===== config.mk =====
export PLATFORM = sky130hd
export DESIGN_NAME = cache_miss_ctrl_flat
export DESIGN_NICKNAME = d
export VERILOG_FILES = /design/src/rtl/cache_miss_ctrl_if.sv /design/src/rtl/cache_miss_ctrl.sv /design/src/flat_wrapper.sv
export SDC_FILE = /design/constraint.sdc
export NUM_CORES = 1
export LEC_CHECK = 0
export BUFFER_PORTS_ARGS = -buffer_cell sky130_fd_sc_hd__buf_2
export CAP_MARGIN = 0
export CORE_MARGIN = 3
export CORE_UTILIZATION = 51
export CTS_BUF_LIST = sky130_fd_sc_hd__clkbuf_16
export DETAILED_ROUTE_END_ITERATION = 8
export PLACE_DENSITY = 0.91
export SETUP_SLACK_MARGIN = 0.2
export SLEW_MARGIN = 20
export SYNTH_ARGS = -nofsm -noshare
export SYNTH_HDL_FRONTEND = slang
export SYNTH_SLANG_ARGS = --single-unit

===== constraint.sdc =====
create_clock -name clk -period 3.1 [get_ports clk]
set_input_delay 0 -clock clk [delete_from_list [all_inputs] [get_ports clk]]
set_output_delay 0 -clock clk [all_outputs]
set_load 0.01 [all_outputs]

===== src/rtl/cache_miss_ctrl_if.sv =====
// Requester and main-memory handshake bundle for the cache miss controller.
// The slave modport is the controller's view; master is the requester/memory side.
interface cache_miss_ctrl_if #(
  parameter int DATA_W = 32
);
  logic              MemRead;
  logic [31:0]       rdAddr;
  logic              MemHit;
  logic              MemReadReady;
  logic              MemReadDone;
  logic              MemError;
  logic              mem_req;
  logic [31:0]       mem_addr;
  logic              mem_ready;
  logic [DATA_W-1:0] mem_rdata;

  modport slave (
    input  MemRead, rdAddr, MemHit, mem_ready, mem_rdata,
    output MemReadReady, MemReadDone, MemError, mem_req, mem_addr
  );

  modport master (
    output MemRead, rdAddr, MemHit, mem_ready, mem_rdata,
    input  MemReadReady, MemReadDone, MemError, mem_req, mem_addr
  );
endinterface


===== src/rtl/cache_miss_ctrl.sv =====
// Miss-handling controller between a direct-mapped cache and main memory:
// acks hits, fetches and fills missed lines, counts hits/misses, flags memory timeouts.
module cache_miss_ctrl #(
  parameter int INDEX_W = 6,
  parameter int TAG_W   = 26,
  parameter int DATA_W  = 32,
  parameter int TIMEOUT = 16,
  parameter int CNT_W   = 16
) (
  input  logic               clk,
  input  logic               reset,
  cache_miss_ctrl_if.slave   bus,
  output logic               fill_en,
  output logic [INDEX_W-1:0] fill_index,
  output logic [TAG_W-1:0]   fill_tag,
  output logic [DATA_W-1:0]  fill_data,
  output logic [CNT_W-1:0]   hit_count,
  output logic [CNT_W-1:0]   miss_count
);

  localparam logic [2:0] IDLE    = 3'd0;
  localparam logic [2:0] HIT_ACK = 3'd1;
  localparam logic [2:0] REQ     = 3'd2;
  localparam logic [2:0] WAIT    = 3'd3;
  localparam logic [2:0] FILL    = 3'd4;
  localparam logic [2:0] DONE    = 3'd5;

  localparam int              TMR_W    = $clog2(TIMEOUT + 1);
  localparam logic [TMR_W-1:0] TMR_LAST = TMR_W'(TIMEOUT - 1);

  logic [2:0]       state;
  logic [TMR_W-1:0] timer;
  logic             err;
  logic [31:0]      addr_q;

  // Timer counts WAIT cycles; the last one is cycle 1+TIMEOUT after the request.
  always_ff @(posedge clk) begin
    if (reset) begin
      state      <= IDLE;
      timer      <= '0;
      err        <= 1'b0;
      addr_q     <= '0;
      fill_data  <= '0;
      hit_count  <= '0;
      miss_count <= '0;
    end else begin
      case (state)
        IDLE: begin
          if (bus.MemRead) begin
            if (bus.MemHit) begin
              state <= HIT_ACK;
            end else begin
              addr_q <= bus.rdAddr;
              err    <= 1'b0;
              state  <= REQ;
            end
          end
        end
        HIT_ACK: begin
          if (hit_count != '1) hit_count <= hit_count + 1'b1;
          state <= IDLE;
        end
        REQ: begin
          timer <= '0;
          if (bus.mem_ready) begin
            fill_data <= bus.mem_rdata;
            state     <= FILL;
          end else begin
            state <= WAIT;
          end
        end
        WAIT: begin
          if (bus.mem_ready) begin
            fill_data <= bus.mem_rdata;
            state     <= FILL;
          end else if (timer == TMR_LAST) begin
            err   <= 1'b1;
            state <= DONE;
          end else begin
            timer <= timer + 1'b1;
          end
        end
        FILL: state <= DONE;
        DONE: begin
          if (miss_count != '1) miss_count <= miss_count + 1'b1;
          state <= IDLE;
        end
        default: state <= IDLE;
      endcase
    end
  end

  assign bus.MemReadReady = (state == IDLE);
  assign bus.MemReadDone  = (state == HIT_ACK) || (state == DONE);
  assign bus.MemError     = (state == DONE) && err;
  assign bus.mem_req      = (state == REQ);
  assign bus.mem_addr     = addr_q;
  assign fill_en          = (state == FILL);
  assign fill_index       = addr_q[INDEX_W-1:0];
  assign fill_tag         = addr_q[31:INDEX_W];

endmodule


===== src/flat_wrapper.sv =====
// flat-port wrapper written by rule: the top's interface ports become plain ports
module cache_miss_ctrl_flat 
#(
  parameter int INDEX_W = 6,
  parameter int TAG_W   = 26,
  parameter int DATA_W  = 32,
  parameter int TIMEOUT = 16,
  parameter int CNT_W   = 16
)
  (clk, reset, fill_en, fill_index, fill_tag, fill_data, hit_count, miss_count, bus_MemRead, bus_rdAddr, bus_MemHit, bus_mem_ready, bus_mem_rdata, bus_MemReadReady, bus_MemReadDone, bus_MemError, bus_mem_req, bus_mem_addr);
  cache_miss_ctrl_if #(.DATA_W(DATA_W)) bus_i ();
  input  logic clk;
  input  logic reset;
  output logic fill_en;
  output logic [INDEX_W-1:0] fill_index;
  output logic [TAG_W-1:0] fill_tag;
  output logic [DATA_W-1:0] fill_data;
  output logic [CNT_W-1:0] hit_count;
  output logic [CNT_W-1:0] miss_count;
  input wire logic [$bits(bus_i.MemRead)-1:0] bus_MemRead;
  input wire logic [$bits(bus_i.rdAddr)-1:0] bus_rdAddr;
  input wire logic [$bits(bus_i.MemHit)-1:0] bus_MemHit;
  input wire logic [$bits(bus_i.mem_ready)-1:0] bus_mem_ready;
  input wire logic [$bits(bus_i.mem_rdata)-1:0] bus_mem_rdata;
  output wire logic [$bits(bus_i.MemReadReady)-1:0] bus_MemReadReady;
  output wire logic [$bits(bus_i.MemReadDone)-1:0] bus_MemReadDone;
  output wire logic [$bits(bus_i.MemError)-1:0] bus_MemError;
  output wire logic [$bits(bus_i.mem_req)-1:0] bus_mem_req;
  output wire logic [$bits(bus_i.mem_addr)-1:0] bus_mem_addr;
  assign bus_i.MemRead = bus_MemRead;
  assign bus_i.rdAddr = bus_rdAddr;
  assign bus_i.MemHit = bus_MemHit;
  assign bus_i.mem_ready = bus_mem_ready;
  assign bus_i.mem_rdata = bus_mem_rdata;
  assign bus_MemReadReady = bus_i.MemReadReady;
  assign bus_MemReadDone = bus_i.MemReadDone;
  assign bus_MemError = bus_i.MemError;
  assign bus_mem_req = bus_i.mem_req;
  assign bus_mem_addr = bus_i.mem_addr;
  cache_miss_ctrl #(.INDEX_W(INDEX_W), .TAG_W(TAG_W), .DATA_W(DATA_W), .TIMEOUT(TIMEOUT), .CNT_W(CNT_W)) u_core (.clk(clk), .reset(reset), .bus(bus_i), .fill_en(fill_en), .fill_index(fill_index), .fill_tag(fill_tag), .fill_data(fill_data), .hit_count(hit_count), .miss_count(miss_count));
endmodule

==> results of run 1 <==
-- kinds of logic (layout without fill, tap and decap cells) --
logic type	count (synthesis)	in the layout	synth area share [%]
AND/OR/NAND/NOR	246	246	25.6
flip-flops	105	105	45.6
adder cells (fa/ha/maj)	4	4	1.08
XOR/XNOR	2	2	0.380
buffers and inverters	75	294	9.14
multiplexers	5	5	1.19
AO/OA/AOI/OAI	137	137	17.0
-- Yosys cell counts (5+ instances only) --
| cell type | instances | area share [%] |
|---|---|---|
| nand3_1 | 12 | 1.3 |
| o21ai_0 | 15 | 1.6 |
| nor4_1 | 9 | 1.2 |
| inv_1 | 9 | 0.73 |
| nand4_1 | 12 | 1.6 |
| nand2_1 | 141 | 11 |
| clkbuf_1 | 30 | 2.4 |
| or4_1 | 8 | 1.3 |
| a21oi_1 | 91 | 9.9 |
| o31ai_1 | 9 | 1.5 |
| dfxtp_1 | 105 | 46 |
| nor3_1 | 5 | 0.54 |
| nor2_1 | 14 | 1.1 |
| or3_1 | 10 | 1.4 |
| buf_4 | 33 | 5.4 |
| nor2b_1 | 6 | 0.81 |
-- metal layers --
metal / up-vias / track usage, % / wire [microns] / share of wire (%)
met5: - / 0 / 0 / 0
li1: 2391 / - / - / -
met1: 2294 / 29.8 / 5350 / 39
met4: 0 / 10.3 / 359 / 2.6
met3: 34 / 6.71 / 1130 / 8.2
met2: 240 / 46.8 / 7040 / 51
-- worst paths after layout --
check	cells after the start	slack (ps)	to
worst max-delay path	4	800	u_core.hit_count[15]
worst min-delay path	3	70	u_core.state[2]
worst min register to register	2	450	u_core.fill_data[13]
worst max register to register	4	800	u_core.hit_count[15]
-- layout make-up --
cell class	instances	area share, %
clock inverters	6	1.14
well taps	108	2.13
inverters	9	0.531
multi-input cells	394	33.1
repair buffers	270	26.5
clock buffers	9	3.54
flip-flops and latches	105	33.1
-- registers in the layout (all words and copies together), names as in the netlist --
| register | flops |
|---|---|
| u_core.bus.mem_addr | 32 |
| u_core.fill_data | 32 |
| u_core.hit_count | 16 |
| u_core.miss_count | 16 |
| u_core.timer | 5 |
| u_core.state | 3 |
| u_core.err | 1 |
-- power by group through the flow --
stage	logic (W)	registers (W)	clock network, W
finish	0.000536	0.00149	0.00115
global route	0.000585	0.00150	0.00122
CTS	0.000525	0.00148	0.00117
detailed placement	0.000458	0.00151	0
global placement	0.000441	0.00150	0
floorplan	0.000297	0.00152	0
-- stage by stage --
stage | util [%] | power (W) | hold slack, ps | setup slack (ps)
6_report | 72.5 | 0.00317 | 71.9 | 797
3_3_place_gp | 61.8 | 0.00194 | 239 | 863
3_5_place_dp | 61.8 | 0.00197 | 246 | 788
2_1_floorplan | - | 0.00181 | 136 | 1060
5_1_grt | 72.5 | 0.00330 | 93.2 | 642
4_1_cts | 72.5 | 0.00318 | 63.3 | 789
-- worst min-delay path: cells and delay by family --
kind | cells | cell delay (ps)
buf+inv | 1 | 140
compound gates | 2 | 210
==> results.toml, run 1 <==
[run_status]
status = "finished, final reports clean"

[critical_path]
critPathTopFamily = "simple AND/OR/NAND/NOR gates"
critPathMaxFanout = 18
r2r-start = "u_core.state[0]"
cp-startpoint = "u_core.state[0]"
crit_required_ps = 3330
start_kind = "flip-flop"
crit_buf_inv = 0
cpMaxStageDelayCell = "dfxtp_1"
end_kind = "flip-flop"
worstSetupPathType = "reg -> reg"
cp.arrival_ps = 2530
slowest_delay_ps = 630
worstPathCellList = "or3b_1 -> or3_4 -> nor4_1 -> mux2_1"

[pwr]
p_per_area_nw_per_um2 = 499
p_clk_share_pct = 36.2
seqPwrFrac_pct = 46.9
ir_drop_mv = 0.352
combinationalPowerShare_pct = 16.9
p_sw_share_pct = 27.9
power.switching_w = 0.000885
static-leakage-power_nw = 2.79
internal-power_w = 0.00228

[timing]
max_freq_mhz = 434
finalCriticalPeriod_ps = 2300
fin_skew_ps = 8.96
setup_violations = 0
grt_setup_unrepaired = "false"
finalHoldViolations = 0
maxSlewViolCount = 0
worst_pin_slew_ps = 1010
slew_headroom_pct = 32.4
setup-tns-final_ps = 0
final.period_utilization_pct = 74.3

[yosys]
synth-edff-count = 0
syn_area_per_cell_sq_um = 8.04
syn_nets = 647
syn_area_sq_um = 4610
seq_area_frac_synth_pct = 45.6
ys_ff_latch = 105
yosysUniqueCellTypes = 50
postSynthCellCount = 574
ys_async_sr_fraction_pct = 0
ys_warn_count = 0
synthFlopType = "dfxtp_1"

[final_layout]
diodes = 0
nFillCells = 630
most-common-layout-cells = "buf_2, nand2_1, dfxtp_1, a21oi_1, dlygate4sd3_1"
layout_commonest_cell = "buf_2"
final_cells = 901
final-seq-area_sq_um = 2100
drive_above_1_share_pct = 29.1
syn_to_final_growth_pct = 37.8
stdcell_area_sq_um = 6360
multi_input_area_sq_um = 2100
fin_nets = 862

[cts]
cts_setup_buffers = 0
cts_buffers = 9
clock_sinks = 105
cts_hold_buf = 64
tritoncts = "yes"
cts_resized = 0
clockRootBuffer = "clkbuf_16"
htree_levels = 3
cts_buffer_depth = 2
clk_latency_ps = 340
clk_pin_slew_worst_paths_ps = 70

[place]
gp_congestion = 0.858
dp.cells = 822
placed_area_sq_um = 5420
port_buffers = 201
hpwl_microns = 8720

[min_path]
hold_class = "in -> reg"
min_from = "bus_mem_ready"

[global_route]
grt_usage_pct = 26.2
grt_pass1_vias = 4702
antenna_found_initial = 0
overflow = 0
grt_max_degree = 74
grt_pass1_wl_microns = 21900

[floorplan]
die_h_microns = 101
io_pins = 202
die_w_microns = 101
rows = 34
core-area_sq_um = 8760
die_area_sq_um = 10200
initial_core_util_pct = 52.6

[route]
num_vias = 4959
drc = 0
antenna_left = 0
avgRoutedWirePerCell_microns = 15.4
drtIter0Drc = 347
drt-total-wl_microns = 13900
viasPerCell = 5.50
firstDrtPassIters = 4

[run]
maxCapViolCount = 0
(Power assumes the default switching activity.)
==> run 2, diff against run 1 <==
- CORE_UTILIZATION: 51 -> 47
- PLACE_DENSITY: 0.91 -> 0.85
- clock period: 3.1 -> 2.4 ns (I/O delays scaled with it)
==> results.toml, run 2 (synthesis gave the netlist of run 1 again) <==
[cts]
cts_buffers = 9
tritoncts = "yes"
cts_setup_buffers = 0
clk_latency_ps = 340
clk_pin_slew_worst_paths_ps = 70
clock_sinks = 105
cts_buffer_depth = 2
htree_levels = 3
clockRootBuffer = "clkbuf_16"

[final_layout]
fin_nets = 869
diodes = 0
multi_input_area_sq_um = 2100
layout_commonest_cell = "buf_2"
final-seq-area_sq_um = 2100
nFillCells = 744
drive_above_1_share_pct = 29.7
most-common-layout-cells = "buf_2, nand2_1, dfxtp_1, a21oi_1, dlygate4sd3_1"
syn_to_final_growth_pct = 39.4

[timing]
grt_setup_unrepaired = "false"
max_freq_mhz = 497
setup-tns-final_ps = 0
maxSlewViolCount = 0
worst_pin_slew_ps = 743
finalCriticalPeriod_ps = 2010
slew_headroom_pct = 49.7
fin_skew_ps = 8.46
final.period_utilization_pct = 83.9
finalHoldViolations = 0
setup_violations = 0

[global_route]
antenna_found_initial = 0
grt_max_degree = 66
overflow = 0
grt_pass1_vias = 4860
grt_usage_pct = 24.8
grt_pass1_wl_microns = 22800

[route]
viasPerCell = 5.42
drt-total-wl_microns = 14300
drtIter0Drc = 426
antenna_left = 0
num_vias = 5042
avgRoutedWirePerCell_microns = 15.4
drc = 0
firstDrtPassIters = 5

[min_path]
min_from = "bus_mem_ready"
hold_class = "in -> reg"

[critical_path]
critPathMaxFanout = 17
r2r-start = "u_core.state[0]"
cp.arrival_ps = 2280
cpMaxStageDelayCell = "or4_1"
crit_required_ps = 2670
slowest_delay_ps = 530
worstSetupPathType = "reg -> reg"
start_kind = "flip-flop"
end_kind = "flip-flop"
worstPathCellList = "buf_4 -> nor3b_1 -> o311ai_1 -> or4_1 -> a21oi_1"
cp-startpoint = "u_core.state[0]"

[floorplan]
die_h_microns = 105
die_w_microns = 105
rows = 35
io_pins = 202
core-area_sq_um = 9370
die_area_sq_um = 11000
initial_core_util_pct = 49.2

[run]
maxCapViolCount = 0

[place]
hpwl_microns = 8980
port_buffers = 201
gp_congestion = 0.866

[pwr]
power_w = 0.00402
ir_drop_mv = 0.429
static-leakage-power_nw = 2.83
p_per_area_nw_per_um2 = 625

[run_status]
status = "finished, final reports clean"
-- run 2: changes by cell type in the layout (fill, tap and decap cells not counted), sizes merged --
cell,before,now
inv,13,11
buf,206,213
clkinv,0,4
bufinv,1,0
-- run 2: layout make-up --
class	instances	share of cell area [%]
sequential	105	32.7
clock inverter	7	0.837
clock buffer	9	3.50
tap	129	2.51
timing repair buffer	277	27.2
multi-input combinational	394	32.7
inverter	9	0.525
-- run 2: stage by stage --
stage | setup WS [ps] | instance area, sq um | hold slack (ps) | utilization, % | std cells
floorplan | 359 | 4610 | 136 | - | 574
global placement | 479 | 5500 | 239 | 58.7 | 850
detailed placement | 405 | 5500 | 245 | 58.7 | 850
CTS | 325 | 6420 | 67.2 | 68.5 | 930
global route | 289 | 6430 | 101 | 68.6 | 930
finish | 387 | 6430 | 87.2 | 68.6 | 930
-- run 2: routing by layer --
metal / up-vias / part of all wire, % / GRT usage (%)
li1: 2411 / - / -
met1: 2339 / 39 / 27.3
met2: 236 / 50 / 44.0
met3: 56 / 7.0 / 5.99
met4: 0 / 4.4 / 13.1
met5: - / 0 / 0
-- run 2: final timing paths --
check                              end  slack [ps]  cells after the start
setup reg to reg  u_core.hit_count[14]         390                      5
hold / removal         u_core.state[2]          90                      3
setup / recovery  u_core.hit_count[14]         390                      5
hold reg to reg    u_core.fill_data[4]         450                      2
-- run 2: timing repair --
item / 4_1_cts / 5_1_grt
gates resized for setup: 0 / 1
endpoints found under the setup margin: 0 / 3
hold buffers: 64 / 0
endpoints found under the hold margin: 64 / 0
-- run 2: report_power, final --
part           switching (W)  internal [W]  total [W]
combinational       0.000423      0.000320   0.000742
sequential         0.0000593       0.00183    0.00189
clock               0.000674      0.000714    0.00139
-- run 2: worst max-delay path, delay by kind of cell (launching register included) --
kind / cells / cell delay, ps
AOI/OAI and AO/OA: 2 / 470
buffers and inverters: 1 / 210
DFF: 1 / 320
and+or+nand+nor: 2 / 940
